[config.mk]
export PLATFORM = sky130hd
export DESIGN_NAME = if_fetch_ctrl
export DESIGN_NICKNAME = d
export VERILOG_FILES = /design/src/rtl/if_fetch_ctrl.sv
export SDC_FILE = /design/constraint.sdc
export NUM_CORES = 1
export LEC_CHECK = 0
export ABC_AREA = 1
export CAP_MARGIN = 15
export CORE_AREA = 2 2 217 219
export DETAILED_ROUTE_END_ITERATION = 10
export DIE_AREA = 0 0 219 221
export MAX_ROUTING_LAYER = met4
export PLACE_DENSITY = 0.53
export SYNTH_ARGS = -nofsm -noshare
export SYNTH_HDL_FRONTEND = slang
export SYNTH_SLANG_ARGS = --single-unit
[constraint.sdc]
create_clock -name clk -period 2.55 [get_ports clk]
set_input_delay 0.255 -clock clk [delete_from_list [all_inputs] [get_ports clk]]
set_output_delay 0.255 -clock clk [all_outputs]
set_load 0.01 [all_outputs]
[src/rtl/if_fetch_ctrl.sv]
// Fetch-stage controller: owns the fetch PC, looks up the I-cache each cycle and
// writes the selected instruction plus its prediction into the fetch buffer.
module if_fetch_ctrl #(
    parameter logic [63:0] RESET_PC  = 64'h0,
    parameter logic [31:0] HALT_INSN = 32'h0000_0555,
    parameter int          CNT_W     = 32
) (
    input  logic             clk,
    input  logic             rst,
    output logic [63:0]      icache_addr_o,
    output logic             icache_req_o,
    input  logic             icache_hit_i,
    input  logic [63:0]      icache_data_i,
    output logic [63:0]      bp_pc_o,
    input  logic             bp_taken_i,
    input  logic [63:0]      bp_target_i,
    input  logic             flush_en_i,
    input  logic [63:0]      flush_target_pc_i,
    input  logic             ifb_full_i,
    output logic             ifb_en_o,
    output logic [31:0]      if_insn_o,
    output logic [63:0]      if_PC_o,
    output logic [63:0]      if_target_PC_o,
    output logic             if_pred_bit_o,
    output logic             halted_o,
    output logic [CNT_W-1:0] fetch_cnt_o,
    output logic [CNT_W-1:0] miss_cnt_o
);

    // state   | meaning
    // FETCH   | issuing lookups, last lookup hit (or replaying after full buffer)
    // MISS    | last lookup missed, retrying the same PC
    // HALTED  | HALT_INSN enqueued, fetch stopped until flush or reset
    typedef enum logic [1:0] {
        S_FETCH  = 2'd0,
        S_MISS   = 2'd1,
        S_HALTED = 2'd2
    } state_t;

    state_t           state;
    logic [63:0]      pc;
    logic [CNT_W-1:0] fetch_cnt;
    logic [CNT_W-1:0] miss_cnt;

    logic             active;
    logic             enq;
    logic [31:0]      insn;
    logic [63:0]      pc_inc;
    logic [63:0]      next_pc;

    always_comb begin
        active  = (state == S_FETCH) || (state == S_MISS);
        insn    = pc[2] ? icache_data_i[63:32] : icache_data_i[31:0];
        pc_inc  = pc + 64'd4;
        next_pc = bp_taken_i ? bp_target_i : pc_inc;
        enq     = active && icache_hit_i && !ifb_full_i && !flush_en_i;
    end

    // Everything reads as idle while reset is held; only the lookup address
    // already points at the restart PC.
    always_comb begin
        icache_addr_o  = rst ? {RESET_PC[63:3], 3'b000} : {pc[63:3], 3'b000};
        bp_pc_o        = rst ? RESET_PC : pc;
        icache_req_o   = !rst && active;
        ifb_en_o       = !rst && enq;
        if_insn_o      = rst ? 32'd0 : insn;
        if_PC_o        = rst ? 64'd0 : pc;
        if_target_PC_o = rst ? 64'd0 : next_pc;
        if_pred_bit_o  = !rst && bp_taken_i;
        halted_o       = !rst && (state == S_HALTED);
        fetch_cnt_o    = rst ? '0 : fetch_cnt;
        miss_cnt_o     = rst ? '0 : miss_cnt;
    end

    always_ff @(posedge clk) begin
        if (rst) begin
            state     <= S_FETCH;
            pc        <= RESET_PC;
            fetch_cnt <= '0;
            miss_cnt  <= '0;
        end else begin
            if (enq && (fetch_cnt != '1))
                fetch_cnt <= fetch_cnt + CNT_W'(1);
            if ((state == S_MISS) && !flush_en_i && (miss_cnt != '1))
                miss_cnt <= miss_cnt + CNT_W'(1);

            if (flush_en_i) begin
                pc    <= flush_target_pc_i;
                state <= S_FETCH;
            end else begin
                case (state)
                    S_FETCH, S_MISS: begin
                        if (enq && (insn == HALT_INSN)) begin
                            pc    <= pc_inc;
                            state <= S_HALTED;
                        end else if (enq) begin
                            pc    <= next_pc;
                            state <= S_FETCH;
                        end else if (icache_hit_i) begin
                            // buffer full: replay the same lookup
                            state <= S_FETCH;
                        end else begin
                            state <= S_MISS;
                        end
                    end
                    S_HALTED: state <= S_HALTED;
                    default:  state <= S_FETCH;
                endcase
            end
        end
    end

endmodule
; ---- Word-level counts from Yosys, hierarchy flattened
; Cells that the tools add are included.
[op_classes]
reduce_logical = 21
mux = 16
n_addsub = 3
eq_ne = 5
[ops]
columns = op, n
row1 = $mux W64, 8
row2 = $mux W32, 4
row3 = $add A32 B1 Y32 const B, 2
row4 = $add A64 B3 Y64 const B, 1
row5 = $ne A32 B32 Y1 const B, 2
row6 = $eq A32 B11 Y1 const B, 1
row7 = $logic_and A1 B1 Y1, 11
row8 = $pmux W2 S2, 1
row9 = $reduce_or A2 Y1, 2
row10 = $logic_not A1 Y1, 3
row11 = $reduce_bool A3 Y1, 1
row12 = $eq A2 B1 Y1 const B, 1
row13 = $eq A2 B2 Y1 const B, 1
row14 = $logic_not A2 Y1, 1
row15 = $mux W1, 2
row16 = $mux W2, 1
row17 = $reduce_and A2 Y1, 1
row18 = $reduce_bool A2 Y1, 1
row19 = $logic_or A1 B1 Y1, 1
[word_totals]
input_bits = 198
word_cells = 49
ff_bits = 130
output_inout_bits = 356

; ---- Logic depth before layout (Yosys ltp)
[depth]
word_depth = 9
ltp_mapped = 17
mapped_depth_nobuf = 14

; ---- Least setup slack after synthesis
; Ideal clock, no wire load.
[synth_path]
kind = reg-to-output
start = register pc[3]
end = output port if_target_PC_o[42]
arrival_ps = 1721
path_slack_ps = 574
required_time_ps = 2295
path_stages_with_launch = 12
n_path_buf = 1
path_cell_list = dfxtp_1 > ha_1 > nand2_1 > nor2_1 > nand2_1 > nor2_1 > buf_4 > nand3b_1 > xor2_1 > nand2_1 > nand2_1 > nor2_1
[synth_via]
elab_chain_cells = 3
[synth_lines]
columns = element, line
row1 = "start, declared", 41  ; logic [63:0] pc;
row2 = "start signal, assigned", 88  ; pc <= flush_target_pc_i;
row3 = "start signal, assigned", 94  ; pc <= pc_inc;
row4 = "start signal, assigned", 97  ; pc <= next_pc;
row5 = $add A64 B3 Y64, 54  ; pc_inc = pc + 64'd4;
row6 = $mux W64, 55  ; next_pc = bp_taken_i ? bp_target_i : pc_inc;
row7 = $mux W64, 68  ; if_target_PC_o = rst ? 64'd0 : next_pc;
row8 = "end, declared", 23  ; output logic [63:0] if_target_PC_o,
; Every way passes these cells.

; ---- Worst setup path in the final report
[layout_path]
start = register pc[2]
end = output port if_target_PC_o[24]
; The elaborated chain is that of the path after synthesis.

==> flow_summary.ini <==
[status]
status = finished with violations
violations = negative setup slack

[synthesis]
async_reset_ff_share_pct = 0
yosysWarningCount = 0
synth_edf_count = 0
yosysUniqueCellTypes = 36
netlist_instances = 2430
synthFlopType = dfxtp_1
synth_area_per_cell_um2 = 5.316
ys_seq_area_share_pct = 20.15
mappedNetlistArea_um2 = 12920
ys_ff_latch = 130

[layout]
fin_cells = 3665
layout_commonest_cell = nand2_1
n_fill_cell = 4917
nNetsFinal = 3240
syn_to_final_growth_pct = 69.22
drive_gt1_share_pct = 21.99
design_area_um2 = 21860
layout_common_cells = nand2_1, clkdlybuf4s50_1, nor2_1

[timing]
max_freq_ghz = 0.3838
grt_setup_unrepaired = yes
relSlewSlack_pct = 47.16
setup-violations-final = 9
final.setup_skew_ps = 11.16
whs_ps = 178.3
fin_ws_ps = -55.60
worst_pin_slew_ps = 786.5
fin_crit_sh_pct = 102.2
final_max_slew_viol_count = 0
final.setup.tns_ps = -257.6
hold_viol = 0
period_needed_ps = 2606

[worst_setup_path]
endpoint_kind = primary output
worst_path_largest_cell_delay_ps = 370
r2r-start = pc[2]
crit_arrival_ps = 2350
path_cells = ha_4 -> nand2_4 -> nor2_4 -> nand2_4 -> nor2_4 -> buf_4 -> nand2_4 -> nand2_1 -> nand3_1 -> o21ai_2 -> nor2_1 -> dlygate4sd2_1
required_ps = 2300
crit_family = simple AND/OR/NAND/NOR gates
worst-setup-path-type = reg2out
reg2reg_depth = 14
path_depth = 12
slowest_stage = dfxtp_4
start_kind = register
rr_endpoint = pc[34]
critical_path.most_common_cell = nand2_4
reg2reg_slack_ps = 50
cp_max_fo = 4
path_buf_inv = 2

[die]
die_x_um = 219
io_pins = 554
rows = 79
start_util_pct = 28.05
core_um2 = 46060
die_h_um = 221
dieArea_um2 = 48400

[clock_tree]
cts_buffers = 17
clockBufferDepth = 2
clk_latency_ps = 460
h-tree-depth = 4
hold_buffers = 0
clk_pin_slew_ps = 60
cts_root_buf = clkbuf_16
cts_tree = done
clock_sinks = 130

[pwr]
power.density_nw_per_um2 = 328.3
leakagePower_uw = 0.009331
p_total_uw = 7177
power.ir.vdd_worst_uv = 424.8

[placement]
numPortBuffers = 550
placed_cells = 3566
gp_congestion = 0.9838
place_area_um2 = 19490
hpwl_um = 53870

[global_route]
grt_pass1_wl_um = 101200
grt_overflow_total = 0
grt_max_degree = 65
grt_usage_pct = 28.19
antenna_found_initial = 7
grt_pass1_vias = 17200

[detailed_routing]
drt_iter0_drc = 1020
routedWlPerCell_um = 18.69
wirelength_um = 68520
ant_nets = 0
vias = 17520
firstDrtPassIters = 5
viasPerCell = 4.781
drc = 0

[hold_path]
hold_start = flush_en_i
hold_depth = 4
holdCritPathClass = in2reg
whs_endpoint = state[1]

[run]
drv_cap = 0
[what timing repair did]
item / in CTS / in global routing
resized for setup: 400 / 251
setup buffers: 40 / 25
endpoints found under the setup margin: 64 / 98
pin swaps: 44 / 97
hold endpoints to repair: 0 / 0
[logic make-up (layout without fill, tap and decap cells)]
group | count (synthesis) | count (layout) | share of synthesized area (%)
simple gates | 1501 | 1501 | 46.98
buf+inv | 490 | 1109 | 18.71
compound gates | 243 | 243 | 9.569
flops | 130 | 130 | 20.15
xor+xnor | 55 | 55 | 3.729
mux | 7 | 7 | 0.5424
fa+ha+maj | 3 | 3 | 0.2906
other cells | 1 | 10 | 0.02903
[power breakdown]
group	internal, uW	switching [uW]	total (uW)
logic	1130	1190	2320
registers	2120	108	2230
clock network	1600	1030	2630
total	4850	2320	7180
[synthesized netlist by cell type (all sizes together), types with 4 or more instances]
master,count,area [um2]
a21oi,118,590.6
and2,8,50.05
buf,159,1172
clkbuf,70,262.8
dfxtp,130,2603
inv,261,982.2
mux2i,7,70.07
nand2,746,2803
nand3,121,610.6
nand3b,4,30.03
nand4,24,150.1
nor2,512,1947
nor3,52,265.3
nor4,8,50.05
o21ai,116,580.6
or2,24,150.1
xor2,55,481.7
[worst max path at each step]
stage / to / slack [ps] / startpoint
floorplan: if_target_PC_o[42] / 570 / pc[3]
global placement: if_target_PC_o[63] / -220 / pc[45]
CTS: if_target_PC_o[57] / -120 / pc[41]
global route: if_target_PC_o[57] / -170 / pc[3]
detailed placement: if_target_PC_o[63] / -220 / pc[45]
finish: if_target_PC_o[24] / -60 / pc[2]
[worst reg2reg max path, cell delays in order, from the launching register on]
cell and delay, ps:
dfxtp_4 370, buf_6 270, buf_4 260, nand2_1 70
o21ai_1 100, nand2_1 70, nor2_1 100, nand2_1 70
nor2_2 150, buf_4 140, nand3_4 80, buf_12 190
nand2_1 160, nand3_1 60, a21oi_1 290
[through the flow]
stage / worst slack (ps) / util, %
6_report: -55.60 / 47.46
3_5_place_dp: -217.6 / 42.32
2_1_floorplan: 574.1 / -
5_1_grt: -166.1 / 47.46
3_3_place_gp: -218.8 / 42.32
4_1_cts: -117.1 / 45.46
[per-layer routing]
metal / track usage, % / routed length [um]
met5: - / 0
met4: 10.03 / 1991
met3: 3.876 / 3237
met2: 48.34 / 34330
met1: 33.48 / 28960
[area by class of cell]
class,instances,area [um2],area share (%)
Antenna cell,7,17.52,0.08013
Inverter,261,996.0,4.556
Multi-Input combinational cell,1812,9146,41.84
Sequential cell,130,2704,12.37
Tap cell,607,759.5,3.474
Timing Repair Buffer,817,7635,34.92
Clock buffer,21,470.5,2.152
Clock inverter,10,132.6,0.6067
[flip-flops by register name, indices dropped and copies added, names as in the netlist]
| register | count |
|---|---|
| pc | 64 |
| fetch_cnt | 32 |
| state | 2 |
| miss_cnt | 32 |
Power figures use the tool's default switching activity.
